==> src/rtl/spi_rx_monitor_pkg.sv <==
// rtl/spi_rx_monitor_pkg.sv - shared SPI constants and FSM state encoding for spi_rx_monitor
// Contents:
//   SPI_CPOL/SPI_CPHA  SPI mode 0 (idle-low clock, sample on rising edge)
//   DEFAULT_DATA_W     default SPI word width
//   state_t            receive FSM states (ST_IDLE=0, ST_SHIFT=1)
package spi_rx_monitor_pkg;

    localparam int SPI_CPOL       = 0;
    localparam int SPI_CPHA       = 0;
    localparam int DEFAULT_DATA_W = 8;

    typedef enum logic {
        ST_IDLE  = 1'b0,
        ST_SHIFT = 1'b1
    } state_t;

endpackage

==> src/rtl/spi_rx_monitor_sync_fifo.sv <==
// rtl/spi_rx_monitor_sync_fifo.sv - single-clock FIFO buffering received SPI words
// Ports:
//   clk, rst_n   clock, asynchronous active-low reset (storage cleared too)
//   wr_en        push request; accepted when not full, or when full with a pop in the same cycle
//   wr_data      word to push
//   rd_en        pop request; ignored when empty
//   rd_data      head word, read combinationally from storage
//   full, empty  occupancy status
module sync_fifo #(
    parameter int DATA_W = 8,
    parameter int DEPTH  = 4
) (
    input  logic              clk,
    input  logic              rst_n,
    input  logic              wr_en,
    input  logic [DATA_W-1:0] wr_data,
    input  logic              rd_en,
    output logic [DATA_W-1:0] rd_data,
    output logic              full,
    output logic              empty
);

    localparam int AW = (DEPTH > 1) ? $clog2(DEPTH) : 1;

    logic [DATA_W-1:0] mem [DEPTH];
    // Extra MSB distinguishes full from empty when the index bits match.
    logic [AW:0]       wr_ptr;
    logic [AW:0]       rd_ptr;
    logic              do_rd;
    logic              do_wr;

    assign empty   = (wr_ptr == rd_ptr);
    assign full    = (wr_ptr[AW] != rd_ptr[AW]) && (wr_ptr[AW-1:0] == rd_ptr[AW-1:0]);
    assign do_rd   = rd_en && !empty;
    // A pop in the same cycle frees the slot, so a full FIFO can still accept.
    assign do_wr   = wr_en && (!full || do_rd);
    assign rd_data = mem[rd_ptr[AW-1:0]];

    always_ff @(posedge clk or negedge rst_n) begin
        if (!rst_n) begin
            wr_ptr <= '0;
            rd_ptr <= '0;
            for (int i = 0; i < DEPTH; i++) begin
                mem[i] <= '0;
            end
        end else begin
            if (do_wr) begin
                mem[wr_ptr[AW-1:0]] <= wr_data;
                wr_ptr              <= wr_ptr + (AW+1)'(1);
            end
            if (do_rd) begin
                rd_ptr <= rd_ptr + (AW+1)'(1);
            end
        end
    end

endmodule

==> src/rtl/spi_rx_monitor.sv <==
// rtl/spi_rx_monitor.sv - SPI mode-0 receive monitor: synchronise, deserialise, buffer, report frame status
// Ports:
//   CLK_48MHZ, NSYSRESET   system clock, asynchronous active-low reset
//   SCK, MOSI, FRAME       asynchronous SPI pins from the master (FRAME = master BUSY)
//   RD_EN                  consumer pop, ignored when RX_EMPTY
//   CLR_ERR                clears OVERFLOW and FRAME_ERR; a simultaneous set wins
//   RX_DATA                FIFO head word, valid while !RX_EMPTY
//   RX_EMPTY, RX_FULL      FIFO status
//   WORD_CNT               words completed in the current/last frame, saturating
//   FRAME_DONE             one-cycle pulse when a frame ends
//   FRAME_ERR              sticky: frame ended with a partial word pending
//   OVERFLOW               sticky: a completed word was dropped on a full FIFO
module spi_rx_monitor
    import spi_rx_monitor_pkg::*;
#(
    parameter int DATA_W      = DEFAULT_DATA_W,
    parameter int SYNC_STAGES = 2,
    parameter int FIFO_DEPTH  = 4,
    parameter int CNT_W       = 8
) (
    input  logic              CLK_48MHZ,
    input  logic              NSYSRESET,
    input  logic              SCK,
    input  logic              MOSI,
    input  logic              FRAME,
    input  logic              RD_EN,
    input  logic              CLR_ERR,
    output logic [DATA_W-1:0] RX_DATA,
    output logic              RX_EMPTY,
    output logic              RX_FULL,
    output logic [CNT_W-1:0]  WORD_CNT,
    output logic              FRAME_DONE,
    output logic              FRAME_ERR,
    output logic              OVERFLOW
);

    localparam int BIT_W = (DATA_W > 1) ? $clog2(DATA_W) : 1;

    logic [SYNC_STAGES-1:0] sck_sync;
    logic [SYNC_STAGES-1:0] mosi_sync;
    logic [SYNC_STAGES-1:0] frame_sync;
    // Marks when the synchroniser outputs reflect real pin samples after reset.
    logic [SYNC_STAGES-1:0] prime_sr;
    logic                   sck_d;
    logic                   frame_d;
    logic                   armed;

    logic sck_s, mosi_s, frame_s, primed;
    logic sck_rise, frame_rise, frame_fall;

    state_t            state;
    logic [BIT_W-1:0]  bit_cnt;
    logic [DATA_W-1:0] shift_reg;
    logic [CNT_W-1:0]  word_cnt;
    logic              word_done;
    logic              frame_done;
    logic              frame_err;
    logic              overflow;
    logic              err_set;
    logic              ovf_set;
    logic              fifo_full;

    assign sck_s      = sck_sync[SYNC_STAGES-1];
    assign mosi_s     = mosi_sync[SYNC_STAGES-1];
    assign frame_s    = frame_sync[SYNC_STAGES-1];
    assign primed     = prime_sr[SYNC_STAGES-1];
    assign sck_rise   = sck_s & ~sck_d;
    assign frame_rise = frame_s & ~frame_d;
    assign frame_fall = ~frame_s & frame_d;

    always_ff @(posedge CLK_48MHZ or negedge NSYSRESET) begin
        if (!NSYSRESET) begin
            sck_sync   <= '0;
            mosi_sync  <= '0;
            frame_sync <= '0;
            prime_sr   <= '0;
            sck_d      <= 1'b0;
            frame_d    <= 1'b0;
            armed      <= 1'b0;
        end else begin
            sck_sync   <= {sck_sync[SYNC_STAGES-2:0], SCK};
            mosi_sync  <= {mosi_sync[SYNC_STAGES-2:0], MOSI};
            frame_sync <= {frame_sync[SYNC_STAGES-2:0], FRAME};
            prime_sr   <= {prime_sr[SYNC_STAGES-2:0], 1'b1};
            sck_d      <= sck_s;
            frame_d    <= frame_s;
            // FRAME must be seen low after reset before a rise may start a frame;
            // otherwise a FRAME already high at release would look like a new rise.
            armed      <= armed | (primed & ~frame_s);
        end
    end

    assign err_set = (state == ST_SHIFT) && frame_fall && (bit_cnt != '0);
    // With a full FIFO, RD_EN implies a real pop, so the push is accepted.
    assign ovf_set = word_done && fifo_full && !RD_EN;

    always_ff @(posedge CLK_48MHZ or negedge NSYSRESET) begin
        if (!NSYSRESET) begin
            state      <= ST_IDLE;
            bit_cnt    <= '0;
            shift_reg  <= '0;
            word_cnt   <= '0;
            word_done  <= 1'b0;
            frame_done <= 1'b0;
            frame_err  <= 1'b0;
            overflow   <= 1'b0;
        end else begin
            word_done  <= 1'b0;
            frame_done <= 1'b0;
            frame_err  <= err_set | (frame_err & ~CLR_ERR);
            overflow   <= ovf_set | (overflow & ~CLR_ERR);
            // Count in the push cycle so WORD_CNT and FIFO occupancy move together.
            if (word_done && (word_cnt != {CNT_W{1'b1}})) begin
                word_cnt <= word_cnt + CNT_W'(1);
            end
            case (state)
                ST_IDLE: begin
                    if (frame_rise && armed) begin
                        state     <= ST_SHIFT;
                        bit_cnt   <= '0;
                        shift_reg <= '0;
                        word_cnt  <= '0;
                    end
                end
                ST_SHIFT: begin
                    // Frame end takes priority over a coincident SCK rise.
                    if (frame_fall) begin
                        frame_done <= 1'b1;
                        bit_cnt    <= '0;
                        state      <= ST_IDLE;
                    end else if (sck_rise) begin
                        shift_reg <= {shift_reg[DATA_W-2:0], mosi_s};
                        if (bit_cnt == BIT_W'(DATA_W-1)) begin
                            bit_cnt   <= '0;
                            word_done <= 1'b1;
                        end else begin
                            bit_cnt <= bit_cnt + BIT_W'(1);
                        end
                    end
                end
                default: state <= ST_IDLE;
            endcase
        end
    end

    sync_fifo #(
        .DATA_W (DATA_W),
        .DEPTH  (FIFO_DEPTH)
    ) u_fifo (
        .clk     (CLK_48MHZ),
        .rst_n   (NSYSRESET),
        .wr_en   (word_done),
        .wr_data (shift_reg),
        .rd_en   (RD_EN),
        .rd_data (RX_DATA),
        .full    (fifo_full),
        .empty   (RX_EMPTY)
    );

    assign RX_FULL    = fifo_full;
    assign WORD_CNT   = word_cnt;
    assign FRAME_DONE = frame_done;
    assign FRAME_ERR  = frame_err;
    assign OVERFLOW   = overflow;

endmodule

==> config.mk <==
export PLATFORM = sky130hd
export DESIGN_NAME = spi_rx_monitor
export DESIGN_NICKNAME = d
export VERILOG_FILES = /design/src/rtl/spi_rx_monitor_pkg.sv /design/src/rtl/spi_rx_monitor_sync_fifo.sv /design/src/rtl/spi_rx_monitor.sv
export SDC_FILE = /design/constraint.sdc
export NUM_CORES = 1
export LEC_CHECK = 0
export CELL_PAD_IN_SITES_DETAIL_PLACEMENT = 0
export CELL_PAD_IN_SITES_GLOBAL_PLACEMENT = 2
export CORE_MARGIN = 2
export CORE_UTILIZATION = 44
export CTS_CLUSTER_DIAMETER = 150
export CTS_CLUSTER_SIZE = 25
export DETAILED_ROUTE_END_ITERATION = 8
export PLACE_DENSITY = 0.89
export SYNTH_ARGS = -nofsm -noshare
export SYNTH_HDL_FRONTEND = slang
export SYNTH_HIERARCHICAL = 1
export SYNTH_SLANG_ARGS = --single-unit
==> constraint.sdc <==
create_clock -name CLK_48MHZ -period 5.55 [get_ports CLK_48MHZ]
set_input_delay 0.555 -clock CLK_48MHZ [delete_from_list [all_inputs] [get_ports CLK_48MHZ]]
set_output_delay 0.555 -clock CLK_48MHZ [all_outputs]
set_load 0.05 [all_outputs]
== Word level (Yosys, flattened, before mapping) ==
Cells that the tools add are included.
W data, S select, Z words.

* Bits in registers: 73
* Output and inout bits: 21
* Logic and storage cells: 97

* Add/sub/neg operators: 4
* $lt $le $gt $ge: 3
* Equality and inequality tests: 9
* Muxes and demuxes: 27
* Bitwise gates (word level): 16
* Reductions and logical operators: 17

{| class="wikitable"
|+ Operators with widths
! operator !! number
|-
| $mux W8 || 9
|-
| $bwmux W32 || 1
|-
| $bmux W8 S2 || 1
|-
| $demux W8 S2 || 1
|-
| $pmux W8 S2 || 1
|-
| $mux W3 || 4
|-
| $logic_and A1 B1 Y1 || 10
|-
| $add A3 B1 Y3 const B || 3
|-
| $add A8 B1 Y8 const B || 1
|-
| $mux W1 || 8
|-
| $ne A8 B8 Y1 const B || 1
|-
| $and A1 B1 Y1 || 6
|-
| $ge A3 B3 Y1 const B || 2
|-
| $ne A2 B2 Y1 const B || 3
|-
| $not A2 Y3 || 2
|-
| $pmux W3 S2 || 1
|-
| $not A1 Y1 || 5
|-
| $eq A3 B3 Y1 || 1
|-
| $eq A3 B3 Y1 const B || 1
|-
| $logic_not A1 Y1 || 3
|-
| $lt A3 B1 Y1 const B || 1
|-
| $ne A3 B3 Y1 const B || 1
|-
| $or A1 B1 Y1 || 3
|-
| $reduce_and A3 Y1 || 1
|-
| other kinds (6) || 6
|}

== Longest topological paths before layout ==
Gate-level depths: netlist of the first run.

* Depth after elaboration: 6
* Mapped depth: 5
* Gate-level depth less buffers: 5

== Modules after synthesis ==
The synthesis of the first run kept the hierarchy.

{| class="wikitable"
|+ By module, submodules not included
! module !! instances !! cells an instance !! area an instance (um^2) !! sequential area each (um^2)
|-
| sync_fifo || 1 || 111 || 1,875.5 || 950.9
|-
| spi_rx_monitor || 1 || 130 || 1,478.9 || 875.8
|}

== Worst setup path after synthesis of the first run ==
No wires, ideal clock.

* Path type: register -> output
* Start: register u_fifo.rd_ptr[1]
* End: output port RX_FULL
* Arrival time: 1.939 ns
* Required time: 4.995 ns
* Setup slack: 3.056 ns
* Cell stages (with the launch flop): 4
* Buffers on the path: 1
* Path through: dfrtp_1 > buf_2 > xor2_4 > nor3_1

* Longest elaborated chain between the ends: 2

{| class="wikitable"
|+ Ends and longest elaborated chain
! what !! line !! text
|-
| from (decl) || spi_rx_monitor_sync_fifo.sv:28 || <nowiki>logic [AW:0] rd_ptr;</nowiki>
|-
| from (signal assigned) || spi_rx_monitor_sync_fifo.sv:52 || <nowiki>rd_ptr <= rd_ptr + (AW+1)'(1);</nowiki>
|-
| $eq A2 B2 Y1 || spi_rx_monitor_sync_fifo.sv:33 || <nowiki>assign full = (wr_ptr[AW] != rd_ptr[AW]) && (wr_ptr[AW-1:0] == rd_ptr[AW-1:0]);</nowiki>
|-
| $logic_and A1 B1 Y1 || spi_rx_monitor_sync_fifo.sv:33 ||
|-
| to (decl) || spi_rx_monitor.sv:30 || <nowiki>output logic RX_FULL,</nowiki>
|}

Every way passes these cells.

== Final worst setup path of the first run ==
* Start: register u_fifo.rd_ptr[0]
* End: output port RX_FULL

Same word-level chain as after synthesis.

==> results of run 1 <==
[cell type report]
cell class	count	area (um^2)	share of cell area [%]
Clock buffer	10	138	3.49
Clock inverter	6	90.1	2.28
Multi-Input combinational cell	149	1440	36.6
Inverter	14	52.6	1.33
Tap cell	99	124	3.14
Sequential cell	73	1830	46.3
Timing Repair Buffer	28	273	6.91
[cell families (layout without fill, tap and decap cells)]
logic type                 after synthesis  after routing  share of synthesized area [%]
buffers and inverters                   19             58                           2.54
and+or+nand+nor                         52             52                           8.50
AOI/OAI and AO/OA                       25             25                           7.68
adders and majority gates                9              9                           3.36
muxes                                   51             51                           19.5
other                                    1              1                          0.112
xor gates and xnor gates                11             11                           3.88
DFF                                     73             73                           54.5
[cells in the mapped netlist, types with 2 or more instances]
cell     count  area (um^2)
inv_1       14         52.6
o41ai_4      4          110
nor2_1       7         26.3
mux2i_1      9         90.1
nand3_1      2         10.0
nor3_1       3         15.0
mux4_2       8          180
o21ai_0      7         35.0
xor2_1       3         26.3
ha_1         9          113
nand4_1      5         31.3
or3_1        2         12.5
nand2_1     17         63.8
nor2b_1      3         18.8
a21oi_1      5         25.0
mux2_2      34          383
and2_1       5         31.3
xnor2_1      5         43.8
dfrtp_1     73         1830
[report_power, final]
group / switching (W) / internal, W / total, W / leakage [nW]
Sequential: 0.0000721 / 0.000560 / 0.000632 / 0.979
Clock: 0.000197 / 0.000267 / 0.000464 / 0.113
Combinational: 0.000115 / 0.0000819 / 0.000197 / 0.722
[per-layer routing]
layer  wire (um)  vias to the layer above
li1            -                      927
met1        2710                      986
met2        2640                       23
met3         165                        6
met4          74                        0
met5           0                        -
[worst paths after layout]
check	slack, ps	to	start	depth (start not counted)
max in group asynchronous	4550	u_fifo/rd_ptr[0]	NSYSRESET	2
setup / recovery	2370	RX_FULL	u_fifo/rd_ptr[0]	3
setup reg to reg	3070	u_fifo/mem[8]	u_fifo/rd_ptr[0]	3
min in group asynchronous	420	frame_sync[1]	NSYSRESET	2
hold / removal	350	mosi_sync[1]	mosi_sync[0]	0
hold reg to reg	350	mosi_sync[1]	mosi_sync[0]	0
[layout by cell type, fill, tap and decap left out, drive strengths merged, types with 2 or more instances in the layout]
cell type / instances
ha: 9
and2: 5
o41ai: 5
nand3: 3
nand4: 5
buf: 2
or3: 2
inv: 15
clkbuf: 10
mux2: 34
clkinv: 2
xnor2: 6
dfrtp: 73
mux4: 8
clkdlybuf4s50: 26
a21oi: 5
nor3: 4
nor2b: 3
nand2: 17
mux2i: 9
o21ai: 7
bufinv: 2
xor2: 5
nor2: 7
and4: 3
and3: 2
[through the flow]
step                hold WS, ps  power [W]  instances  setup slack (ps)
CTS                         353    0.00131        379              2320
global route                358    0.00137        379              2150
detailed placement          335   0.000844        363              2690
global placement            332   0.000843        363              2680
floorplan                   259   0.000789        241              3060
finish                      351    0.00129        379              2370
==> metrics.txt, run 1 <==
status finished clean; Final Hold Fails 0; final instance area 3950 um^2; flops & latches, synth 73; FFs w/ async S/R, synth 100%; ANT nets after route 0; Post-synth top flop dfrtp_1; DRC 0; Worst Skew 13.1 ps; CTS Root Cell clkbuf_8; Fillers 613; Synthesized Nets 257; RSZ-0062 raised after global routing no; first-pass GRT wire length 9.76 mm; CP max FO 11; HPWL Detailed between 3 and 4 mm; area of placed instances around 3700 um^2; Final Critical Period 3180 ps; clock-pin transition on the worst setup and hold timing paths 70 ps; DR vias/cell 5.12; wire per inst between 10 and 15 um; Layout Utilization roughly 54%; Initial Utilization 45.8%; critical path launch point type flop; sequential fraction of the synthesis area 54.5%; CP Class flop to output pin; max reg flops 32; DR pass1 iterations 4; final setup violating endpoints 0; pin count of the biggest net entering global routing 74; area of the die 8340 um^2; HP Class flop to flop; Worst EP arrival about 2600 ps; GRT Util Overall between 10 and 15%; Netlist cell types 45; hold bufs inserted after CTS 0; gpl congestion 0.720; leakage roughly 1.8 nW; Clock Latency Late Sink 340 ps; CTS sink cnt 73; fin crit share between 50% and 60%; met3 layer usage reported by global route 4.07%; CTS max path bufs 2; GRT busiest layer met2; Port Buffers 27; diode count 0; Post-CTS Setup Bufs 0; Core Region 7330 um^2; Top Ports 28; Post-CTS Resized 0; worst path cell trace xor2_2 > nor3_1 > clkdlybuf4s50_1; EDFF count, synth 0; slowest stage delay, CP 840 ps; CTS tree yes; initial antenna violation count 0; Die W around 91 um; Fin Setup TNS 0 ps; Required @ worst endpoint 4990 ps; GR Util met1 20.9%; vias in the first global route 1944; global routing usage on met2 22.7%; fin nets 291; Avg Inst Size Synth 13.9 um^2; standard-cell rows 31; Peak VDD IR roughly 0.13 mV; WP buf/inv 1; Post-Syn Area 3350 um^2; CTS Buf Count 9; Cell Pwr Density roughly 330 nW/um^2; synth warn 6; Starting DRT DRC Count 82; worst slew pin tran 893 ps; Max Freq about 0.31 GHz; CP delay by family, top buffers and inverters; Slowest cell on crit path clkdlybuf4s50_1; Die Height 91.3 um; Max-slew headroom 40.4%; share of cells above drive strength 1 26.1%; Max-cap violations 0; CP endpoint kind output pin; Area Overhead vs Synth 17.6%; grt ovf 0; Slew Viols, Final 0; Mapped Cells 241; DR vias just under 2k; H-Tree Depth 3; final WL 5.59 mm
No activity file was read; power rests on OpenSTA's default activity.
==> run 2, diff against run 1 <==
--- a/config.mk
+++ b/config.mk
@@ -8,11 +8,11 @@
 export CELL_PAD_IN_SITES_DETAIL_PLACEMENT = 0
 export CELL_PAD_IN_SITES_GLOBAL_PLACEMENT = 2
 export CORE_MARGIN = 2
-export CORE_UTILIZATION = 44
+export CORE_UTILIZATION = 37
 export CTS_CLUSTER_DIAMETER = 150
 export CTS_CLUSTER_SIZE = 25
 export DETAILED_ROUTE_END_ITERATION = 8
-export PLACE_DENSITY = 0.89
+export PLACE_DENSITY = 0.8
 export SYNTH_ARGS = -nofsm -noshare
 export SYNTH_HDL_FRONTEND = slang
 export SYNTH_HIERARCHICAL = 1
==> constraint.sdc (replaced) <==
create_clock -name CLK_48MHZ -period 2.7 [get_ports CLK_48MHZ]
set_input_delay 0.27 -clock CLK_48MHZ [delete_from_list [all_inputs] [get_ports CLK_48MHZ]]
set_output_delay 0.27 -clock CLK_48MHZ [all_outputs]
set_load 0.05 [all_outputs]
==> run 2 against run 1 <==
Net effect: clock power grew 77%; via count shrank 0.82%; sequential share of layout area shrank 0.26 points; largest cell class unchanged; largest power group unchanged; highest routed layer unchanged.
==> metrics.txt, run 2 (synthesis gave the netlist of run 1 again) <==
CP delay by family, top buffers and inverters; worst slew pin tran 670 ps; wl on met1 3.06 mm; WP buf/inv 1; CP startpoint u_fifo/rd_ptr[1]; worst hold slack 352 ps; slowest stage delay, CP 800 ps; Worst R2R Start u_fifo/rd_ptr[1]; Layout Cells excl Fill just under 400; Cell Pwr Density 640 nW/um^2; Clock Latency Late Sink 340 ps; CP endpoint RX_DATA[0]; CP max FO 11; DR vias/cell 4.90; final WL 5.92 mm; area of placed instances 3770 um^2; Post-CTS Setup Bufs 0; leakage 1.83 nW; Die W 99.2 um; top layer in use met4; most frequent cells in the layout 73 x dfrtp_1, 34 x mux2_2, 24 x clkdlybuf4s50_1; critical path launch point type flop; Slowest cell on crit path clkdlybuf4s50_1; Peak VDD IR ~0.30 mV; share of cells above drive strength 1 27.4%; hold wc startpoint prime_sr[0]; RSZ-0062 raised after global routing no; clock-pin transition on the worst setup and hold timing paths 80 ps; wire per inst between 15 and 20 um; R2R Setup Slk 550 ps; cells on worst reg2reg path 3; commonest non-fill, non-tap cell in the layout dfrtp_1; diode count 0; vias in the first global route 2035; Max-cap violations 0; post-route setup slack about 250 ps; Met2 Wirelength between 2 and 3 mm; Die Height slightly below 100 um; pre-CTS setup slack 565 ps; CTS tree yes; met3 wire len 147 um; Core Region 8760 um^2; area of the die 9840 um^2; worst path cell trace mux4_2 > clkdlybuf4s50_1; max reg flops 32; HPWL Detailed 3.94 mm; GRT Util Overall 13.5%; CTS Root Cell clkbuf_8; DR pass1 iterations 4; initial antenna violation count 0; CTS Buf Count 9; CP endpoint kind output pin; grt ovf 0; Final Hold Fails 0; CTS max path bufs 2; final instance area around 4000 um^2; Port Buffers 27; gpl congestion 0.714; Top Ports 28; fin nets 297; Required @ worst endpoint about 2400 ps; Worst EP arrival 2180 ps; first-pass GRT wire length 10.4 mm; Reg-to-Reg End u_fifo/wr_ptr[1]; status finished clean; standard-cell rows 34; Area Overhead vs Synth 18.3%; H-Tree Depth 3; DRC 0; Inst Count DP 377; cell depth of the worst setup path 2; fin crit share 90.7%; final setup violating endpoints 0; DR vias 1926; Slew Viols, Final 0; Final Critical Period 2450 ps; CP Class flop to output pin; pin count of the biggest net entering global routing 48; Max Freq 0.408 GHz; Max-slew headroom a little under three fifths; HP Class flop to flop; ANT nets after route 0; Worst Skew 11.3 ps; Initial Utilization 38.3%; CTS sink cnt 73; Starting DRT DRC Count 67; Fin Setup TNS 0 ps
## run 2: report_power, final
group / switching, W / leakage [nW] / total (W) / internal, W
registers: 0.000101 / 0.979 / 0.00125 / 0.00115
logic: 0.000289 / 0.756 / 0.000466 / 0.000177
clock network: 0.000399 / 0.0925 / 0.000822 / 0.000422
total: 0.000789 / 1.83 / 0.00254 / 0.00175
## run 2: how the worst min path moves through the flow
stage / end / slack (ps) / cells after the start
global placement: sck_sync[1] / 330 / 0
detailed placement: sck_sync[0] / 330 / 1
global route: sck_sync[0] / 340 / 1
finish: prime_sr[1] / 350 / 0
CTS: sck_sync[0] / 350 / 1
floorplan: FRAME_DONE / -30 / 0
## run 2: metal layers
metal  vias to the layer above  GRT usage, %
met1                       957          20.0
met5                         -             0
met2                        20          19.1
met3                        10          2.60
li1                        939             -
met4                         0          6.32
## run 2: per-stage QoR
stage	total power [W]	utilization, %
floorplan	0.00162	-
detailed placement	0.00175	43.1
global route	0.00268	45.3
global placement	0.00174	43.1
finish	0.00254	45.3
CTS	0.00258	45.3
## run 2: final cells by class
cell class / count / area [um^2]
Sequential cell: 73 / 1830
Fill cell: 812 / 4790
Inverter: 14 / 52.6
Multi-Input combinational cell: 149 / 1440
Clock buffer: 10 / 128
Tap cell: 108 / 135
Timing Repair Buffer: 34 / 328
Clock inverter: 5 / 56.3
## run 2: repair_timing
item | CTS | global route
hold buffers | 1 | 0
hold endpoints to repair | 26 | 0
endpoints found under the setup margin | 0 | 0
gates resized for setup | 0 | 0
